==> config.mk <==
export PLATFORM = sky130hd
export DESIGN_NAME = maindec_mc
export DESIGN_NICKNAME = d
export VERILOG_FILES = /design/src/rtl/maindec_pkg.sv /design/src/rtl/maindec_mc_mem_wait_ctr.sv /design/src/rtl/maindec_mc.sv
export SDC_FILE = /design/constraint.sdc
export NUM_CORES = 1
export LEC_CHECK = 0
export CORE_UTILIZATION = 46
export DETAILED_ROUTE_END_ITERATION = 16
export GPL_TIMING_DRIVEN = 0
export PLACE_DENSITY = 0.79
export SYNTH_ARGS = -nofsm -noshare
export SYNTH_HDL_FRONTEND = slang
export SYNTH_SLANG_ARGS = --single-unit
==> constraint.sdc <==
create_clock -name i_clk -period 1.9 [get_ports i_clk]
set_input_delay 0.38 -clock i_clk [delete_from_list [all_inputs] [get_ports i_clk]]
set_output_delay 0.38 -clock i_clk [all_outputs]
set_load 0.005 [all_outputs]
==> src/rtl/maindec_pkg.sv <==
// Shared opcodes, FSM state encoding and datapath select codes for the multicycle MIPS main decoder.
package maindec_pkg;

  localparam logic [5:0] OP_RTYPE = 6'b000000;
  localparam logic [5:0] OP_J     = 6'b000010;
  localparam logic [5:0] OP_JAL   = 6'b000011;
  localparam logic [5:0] OP_BEQ   = 6'b000100;
  localparam logic [5:0] OP_BNE   = 6'b000101;
  localparam logic [5:0] OP_ADDI  = 6'b001000;
  localparam logic [5:0] OP_SLTI  = 6'b001010;
  localparam logic [5:0] OP_ANDI  = 6'b001100;
  localparam logic [5:0] OP_ORI   = 6'b001101;
  localparam logic [5:0] OP_LW    = 6'b100011;
  localparam logic [5:0] OP_SW    = 6'b101011;

  localparam logic [2:0] ALU_ADD   = 3'b000;
  localparam logic [2:0] ALU_SUB   = 3'b001;
  localparam logic [2:0] ALU_FUNCT = 3'b010;
  localparam logic [2:0] ALU_AND   = 3'b011;
  localparam logic [2:0] ALU_OR    = 3'b100;
  localparam logic [2:0] ALU_SLT   = 3'b101;

  localparam logic [1:0] SRCB_B    = 2'b00;
  localparam logic [1:0] SRCB_4    = 2'b01;
  localparam logic [1:0] SRCB_IMM  = 2'b10;
  localparam logic [1:0] SRCB_IMM2 = 2'b11;

  localparam logic [1:0] DST_RT  = 2'b00;
  localparam logic [1:0] DST_RD  = 2'b01;
  localparam logic [1:0] DST_R31 = 2'b10;

  localparam logic [1:0] M2R_ALU = 2'b00;
  localparam logic [1:0] M2R_MDR = 2'b01;
  localparam logic [1:0] M2R_PC  = 2'b10;

  localparam logic [1:0] PCS_ALU    = 2'b00;
  localparam logic [1:0] PCS_ALUOUT = 2'b01;
  localparam logic [1:0] PCS_JUMP   = 2'b10;
  localparam logic [1:0] PCS_EXC    = 2'b11;

  typedef enum logic [3:0] {
    S_FETCH, S_DECODE, S_MEMADR, S_MEMRD, S_MEMWB, S_MEMWR, S_EXEC,
    S_ALUWB, S_BRANCH, S_IMMEX, S_IMMWB, S_JUMP, S_JAL, S_TRAP
  } state_e;

  typedef struct packed {
    logic       pc_write;
    logic       branch;
    logic       branch_ne;
    logic       ir_write;
    logic       mem_read;
    logic       mem_write;
    logic       reg_write;
    logic       i_or_d;
    logic       alu_src_a;
    logic [1:0] alu_src_b;
    logic [2:0] alu_op;
    logic       ext_zero;
    logic [1:0] reg_dst;
    logic [1:0] mem_to_reg;
    logic [1:0] pc_src;
    logic       illegal_op;
  } ctl_t;

endpackage

==> src/rtl/maindec_mc_mem_wait_ctr.sv <==
// Memory wait-state counter shared by FETCH/MEMRD/MEMWR; o_done flags the final cycle of an access.
module mem_wait_ctr #(
  parameter int MEM_LAT = 0,
  parameter int CNT_W   = 4
) (
  input  logic i_clk,
  input  logic i_rst_n,
  input  logic i_clr,
  input  logic i_en,
  output logic o_done
);

  logic [CNT_W-1:0] r_cnt;

  always_ff @(posedge i_clk or negedge i_rst_n) begin
    if (!i_rst_n)   r_cnt <= '0;
    else if (i_clr) r_cnt <= '0;
    else if (i_en)  r_cnt <= r_cnt + 1'b1;
  end

  assign o_done = (r_cnt == CNT_W'(MEM_LAT));

endmodule

==> src/rtl/maindec_mc.sv <==
// Multicycle MIPS main control FSM with parametrised memory wait-states.
// Define MAINDEC_EXC_EN to trap unrecognised opcodes through a one-cycle TRAP state.
module maindec_mc
  import maindec_pkg::*;
#(
  parameter int MEM_LAT = 0,
  parameter int CNT_W   = 4
) (
  input  logic       i_clk,
  input  logic       i_rst_n,
  input  logic [5:0] i_op,
  output logic       o_pc_write,
  output logic       o_branch,
  output logic       o_branch_ne,
  output logic       o_ir_write,
  output logic       o_mem_read,
  output logic       o_mem_write,
  output logic       o_reg_write,
  output logic       o_i_or_d,
  output logic       o_alu_src_a,
  output logic [1:0] o_alu_src_b,
  output logic [2:0] o_alu_op,
  output logic       o_ext_zero,
  output logic [1:0] o_reg_dst,
  output logic [1:0] o_mem_to_reg,
  output logic [1:0] o_pc_src,
  output logic       o_illegal_op
);

  state_e r_state, w_next;
  ctl_t   w_ctl;
  logic   w_done, w_is_mem, w_clr;

  // Counter restarts whenever the FSM is about to leave its current state.
  assign w_is_mem = (r_state == S_FETCH) || (r_state == S_MEMRD) || (r_state == S_MEMWR);
  assign w_clr    = !w_is_mem || w_done;

  mem_wait_ctr #(.MEM_LAT(MEM_LAT), .CNT_W(CNT_W)) u_wait (
    .i_clk  (i_clk),
    .i_rst_n(i_rst_n),
    .i_clr  (w_clr),
    .i_en   (w_is_mem),
    .o_done (w_done)
  );

  always_ff @(posedge i_clk or negedge i_rst_n) begin
    if (!i_rst_n) r_state <= S_FETCH;
    else          r_state <= w_next;
  end

  always_comb begin
    w_next = S_FETCH;
    w_ctl  = '0;
    unique case (r_state)
      S_FETCH: begin
        w_ctl.mem_read  = 1'b1;
        w_ctl.alu_src_b = SRCB_4;
        w_ctl.alu_op    = ALU_ADD;
        w_ctl.ir_write  = w_done;
        w_ctl.pc_write  = w_done;
        w_next          = w_done ? S_DECODE : S_FETCH;
      end
      S_DECODE: begin
        w_ctl.alu_src_b = SRCB_IMM2;
        w_ctl.alu_op    = ALU_ADD;
        case (i_op)
          OP_LW, OP_SW:                     w_next = S_MEMADR;
          OP_RTYPE:                         w_next = S_EXEC;
          OP_BEQ, OP_BNE:                   w_next = S_BRANCH;
          OP_ADDI, OP_ANDI, OP_ORI, OP_SLTI: w_next = S_IMMEX;
          OP_J:                             w_next = S_JUMP;
          OP_JAL:                           w_next = S_JAL;
`ifdef MAINDEC_EXC_EN
          default:                          w_next = S_TRAP;
`else
          default:                          w_next = S_FETCH;
`endif
        endcase
      end
      S_MEMADR: begin
        w_ctl.alu_src_a = 1'b1;
        w_ctl.alu_src_b = SRCB_IMM;
        w_ctl.alu_op    = ALU_ADD;
        w_next          = (i_op == OP_LW) ? S_MEMRD : S_MEMWR;
      end
      S_MEMRD: begin
        w_ctl.i_or_d   = 1'b1;
        w_ctl.mem_read = 1'b1;
        w_next         = w_done ? S_MEMWB : S_MEMRD;
      end
      S_MEMWB: begin
        w_ctl.reg_write  = 1'b1;
        w_ctl.reg_dst    = DST_RT;
        w_ctl.mem_to_reg = M2R_MDR;
      end
      S_MEMWR: begin
        // Write strobe only on the last wait cycle so an aborted access never commits.
        w_ctl.i_or_d    = 1'b1;
        w_ctl.mem_write = w_done;
        w_next          = w_done ? S_FETCH : S_MEMWR;
      end
      S_EXEC: begin
        w_ctl.alu_src_a = 1'b1;
        w_ctl.alu_op    = ALU_FUNCT;
        w_next          = S_ALUWB;
      end
      S_ALUWB: begin
        w_ctl.reg_write = 1'b1;
        w_ctl.reg_dst   = DST_RD;
      end
      S_BRANCH: begin
        w_ctl.alu_src_a = 1'b1;
        w_ctl.alu_op    = ALU_SUB;
        w_ctl.pc_src    = PCS_ALUOUT;
        w_ctl.branch    = (i_op == OP_BEQ);
        w_ctl.branch_ne = (i_op == OP_BNE);
      end
      S_IMMEX: begin
        w_ctl.alu_src_a = 1'b1;
        w_ctl.alu_src_b = SRCB_IMM;
        w_next          = S_IMMWB;
        case (i_op)
          OP_ANDI: begin w_ctl.alu_op = ALU_AND; w_ctl.ext_zero = 1'b1; end
          OP_ORI:  begin w_ctl.alu_op = ALU_OR;  w_ctl.ext_zero = 1'b1; end
          OP_SLTI: w_ctl.alu_op = ALU_SLT;
          default: w_ctl.alu_op = ALU_ADD;
        endcase
      end
      S_IMMWB: begin
        w_ctl.reg_write = 1'b1;
        w_ctl.reg_dst   = DST_RT;
      end
      S_JUMP: begin
        w_ctl.pc_write = 1'b1;
        w_ctl.pc_src   = PCS_JUMP;
      end
      S_JAL: begin
        w_ctl.pc_write   = 1'b1;
        w_ctl.pc_src     = PCS_JUMP;
        w_ctl.reg_write  = 1'b1;
        w_ctl.reg_dst    = DST_R31;
        w_ctl.mem_to_reg = M2R_PC;
      end
`ifdef MAINDEC_EXC_EN
      S_TRAP: begin
        w_ctl.pc_write   = 1'b1;
        w_ctl.pc_src     = PCS_EXC;
        w_ctl.illegal_op = 1'b1;
      end
`endif
      default: w_next = S_FETCH;
    endcase
    if (!i_rst_n) w_ctl = '0;
  end

  assign o_pc_write   = w_ctl.pc_write;
  assign o_branch     = w_ctl.branch;
  assign o_branch_ne  = w_ctl.branch_ne;
  assign o_ir_write   = w_ctl.ir_write;
  assign o_mem_read   = w_ctl.mem_read;
  assign o_mem_write  = w_ctl.mem_write;
  assign o_reg_write  = w_ctl.reg_write;
  assign o_i_or_d     = w_ctl.i_or_d;
  assign o_alu_src_a  = w_ctl.alu_src_a;
  assign o_alu_src_b  = w_ctl.alu_src_b;
  assign o_alu_op     = w_ctl.alu_op;
  assign o_ext_zero   = w_ctl.ext_zero;
  assign o_reg_dst    = w_ctl.reg_dst;
  assign o_mem_to_reg = w_ctl.mem_to_reg;
  assign o_pc_src     = w_ctl.pc_src;
  assign o_illegal_op = w_ctl.illegal_op;

endmodule

==> impl_metrics.yaml, run 1 <==
grt:
  grt_max_degree: 11
  grt_pass1_wl_um: 5150
  grt_pass1_vias: 1102
  grt_usage: 0.329
  gr-total-overflow: 0
  antenna_found_initial: 0
cts:
  clkSinkCount: 8
  cts.clk_slew.worst_paths_ns: 0.05
  cts_max_level: 1
  cts_root_buffer: "clkbuf_4"
  cts_tree: "yes"
  cts.path.max_buffers: 2
  clk_latency_ns: 0.26
  cts_inserted_buffers: 3
critical_path:
  path_max_fanout: 4
  crit_required_ns: 1.52
  path_cells: "buf_4, clkbuf_4, and3b_2, buf_6, nand4b_1, a21boi_1, buf_2"
  slowest_delay_ns: 0.39
  startpoint_type: "register"
  path_class: "reg -> out"
  cp_slowest_cell: "dfrtp_1"
  cp_data_arrival_time_ns: 1.70
  critPathCaptureType: "primary output"
route:
  drtPass1Iterations: 4
  dr_wl_met3_um: 271
  top_layer_used: "met4"
  drc: 0
  dr_total_vias: 1328
  wire_per_inst_um: 19.5
  met1_length_um: 1650
  finalWirelength_um: 4170
  vias_per_cell: 6.21
  drtIter0Drc: 57
  ant_nets: 0
  met2WireLength_um: 2090
logic_synthesis:
  syn_nets: 139
  ys_ff_latch: 8
  yosysWarnings: 0
  synth_top_area_frac: 0.206
  synth-edff-count: 0
  synthCells: 129
  synthDistinctLibCells: 41
  ys.flop_type: "dfrtp_1"
  avgSynthCellArea_sq_um: 7.54
  async_flop_share: 1.00
  yosysTopAreaCell: "dfrtp_1"
  yosys-top-cells-area: "dfrtp_1 (21%), nor3b_1 (6.9%), nor2_1 (6.6%), nor4bb_1 (4.1%), nor2b_1 (3.9%)"
  synthesis.area_sq_um: 972
  seq_area_frac_synth: 0.206
timing:
  period_share: 1.09
  setup_slack_ns: -0.180
  period_needed_ns: 2.08
  slew_violations: 0
  max_freq_mhz: 481
  fin_worst_skew_ns: 0.00497
  timing_hold_violations_final: 0
  rsz0062_at_grt: "yes"
  finalSetupViolCount: 9
min_path:
  hp-class: "in -> async"
cells_and_area:
  diodes: 0
  final_design_area_no_fill_sq_um: 1730
  area_delta_synth_final_pct: 77.6
  drive_above_1_share: 0.529
  fin_nets: 199
  fillers: 104
die:
  die_w_um: 48.0
  die-height_um: 48.0
  start_util: 0.491
  core_area_sq_um: 1980
  rows: 16
  num_io_pins: 30
  dieArea_sq_um: 2300
power:
  leakage_nw: 0.790
  p_per_area_nw_per_um2: 810
  total_power_mw: 1.40
  peakVddDrop_mv: 0.806
placed_design:
  dpl_cell_area_sq_um: 1270
  dp_hpwl_um: 1830
  globalplace.congestion: 0.821
  port_buffers: 26
run_status:
  status: "finished, violations left"
  violations: "setup timing"
flow_run:
  maxCapViolations: 0
critical path: cells and delay by family (launching register included):
family / cells / cell delay (ns)
buffers and inverters: 4 / 0.54
AOI/OAI and AO/OA: 1 / 0.16
and+or+nand+nor: 2 / 0.34
DFF: 1 / 0.39
flip-flops by register name, indices dropped and copies added (netlist names):
signal	cells
u_wait.r_cnt	4
r_state	4
per-stage QoR:
step / std cells / utilization / setup TNS, ns / hold slack [ns] / setup WS [ns]
after global placement: 182 / 0.639 / -15.94 / 0.468 / -1.01
after floorplan: 129 / - / 0 / 0.0844 / 0.237
final: 214 / 0.871 / -0.705 / 0.580 / -0.180
after detailed placement: 182 / 0.639 / -16.41 / 0.480 / -1.04
after CTS: 208 / 0.815 / -0.506 / 0.530 / -0.195
after global routing: 214 / 0.871 / -1.41 / 0.614 / -0.207
per-layer routing:
metal  GRT usage  vias up
met5           0        -
met4       0.144        0
met3      0.0981       28
met2       0.551       84
met1       0.387      641
li1            -      575
synthesized netlist by cell type, types with 2 or more instances:
library cell and number:
a21boi_0 3, a21oi_1 6, and2_1 2, and3_1 5
and3b_1 3, buf_2 3, buf_4 4, clkbuf_1 6
dfrtp_1 8, ha_1 2, inv_1 5, nand2_1 6
nand3_1 3, nand4_1 2, nand4b_1 2, nor2_1 17
nor2b_1 6, nor3_1 4, nor3b_1 9, nor4b_1 2
nor4bb_1 4, o211ai_1 3, o21ai_0 2, o311ai_0 2
xnor2_1 3, xor2_1 2
path summary, 6_finish.rpt:
check	depth (start not counted)	slack, ns	end	start
worst max-delay path	7	-0.18	o_alu_op[0]	r_state[0]
worst min-delay path	2	0.58	u_wait.r_cnt[2]	i_rst_n
worst max register to register	8	0.06	u_wait.r_cnt[3]	u_wait.r_cnt[0]
worst min register to register	2	0.60	u_wait.r_cnt[0]	u_wait.r_cnt[0]
max in group asynchronous	2	1.05	u_wait.r_cnt[0]	i_rst_n
min in group i_clk	4	0.60	r_state[2]	i_op[3]
power by group:
| part | internal (mW) | total, mW | switching, mW |
|---|---|---|---|
| sequential | 0.195 | 0.219 | 0.0235 |
| clock | 0.0723 | 0.131 | 0.0588 |
| combinational | 0.516 | 1.05 | 0.533 |
what timing repair did:
| action | CTS | global route |
|---|---|---|
| buffers inserted | 22 | 8 |
| gates resized for setup | 119 | 36 |
| hold endpoints to repair | 8 | 0 |
| pin swaps | 10 | 12 |
| endpoints found under the setup margin | 21 | 20 |
| hold buffers | 1 | 0 |
| gates cloned | 1 | 0 |
cells in the final DEF, fill, tap and decap left out, types with 6 or more instances in the layout:
master / n
clkbuf_4: 6
dfrtp_1: 8
buf_2: 10
buf_6: 12
nor2_1: 12
clkbuf_2: 6
a21oi_1: 6
dlygate4sd2_1: 6
buf_4: 26
layout make-up:
| class | instances | area (sq um) | area share |
|---|---|---|---|
| multi-input cells | 101 | 880 | 0.509 |
| repair buffers | 57 | 444 | 0.257 |
| flip-flops and latches | 8 | 200 | 0.116 |
| plain buffers | 13 | 128 | 0.0739 |
| well taps | 27 | 33.8 | 0.0196 |
| clock buffers | 3 | 22.5 | 0.0130 |
| inverters | 5 | 18.8 | 0.0109 |
kinds of logic (layout without fill, tap and decap cells):
family,count (synthesis),after routing,share of synthesized area
adders and majority gates,2,2,0.0257
AOI/OAI and AO/OA,22,22,0.161
xor gates and xnor gates,5,5,0.0451
and+or+nand+nor,70,70,0.443
buffers and inverters,20,78,0.106
DFF,8,8,0.206
other,1,1,0.00386
muxes,1,1,0.0103
No activity file was read; power rests on OpenSTA's default activity.
==> inputs of run 2 (changes only) <==
--- a/config.mk
+++ b/config.mk
@@ -5,6 +5,7 @@
 export SDC_FILE = /design/constraint.sdc
 export NUM_CORES = 1
 export LEC_CHECK = 0
+export ABC_CLOCK_PERIOD_IN_PS = 1900
 export CORE_UTILIZATION = 46
 export DETAILED_ROUTE_END_ITERATION = 16
 export GPL_TIMING_DRIVEN = 0
==> results of run 2 <==
Final layout, timing and power as in run 1 (identical DEF).
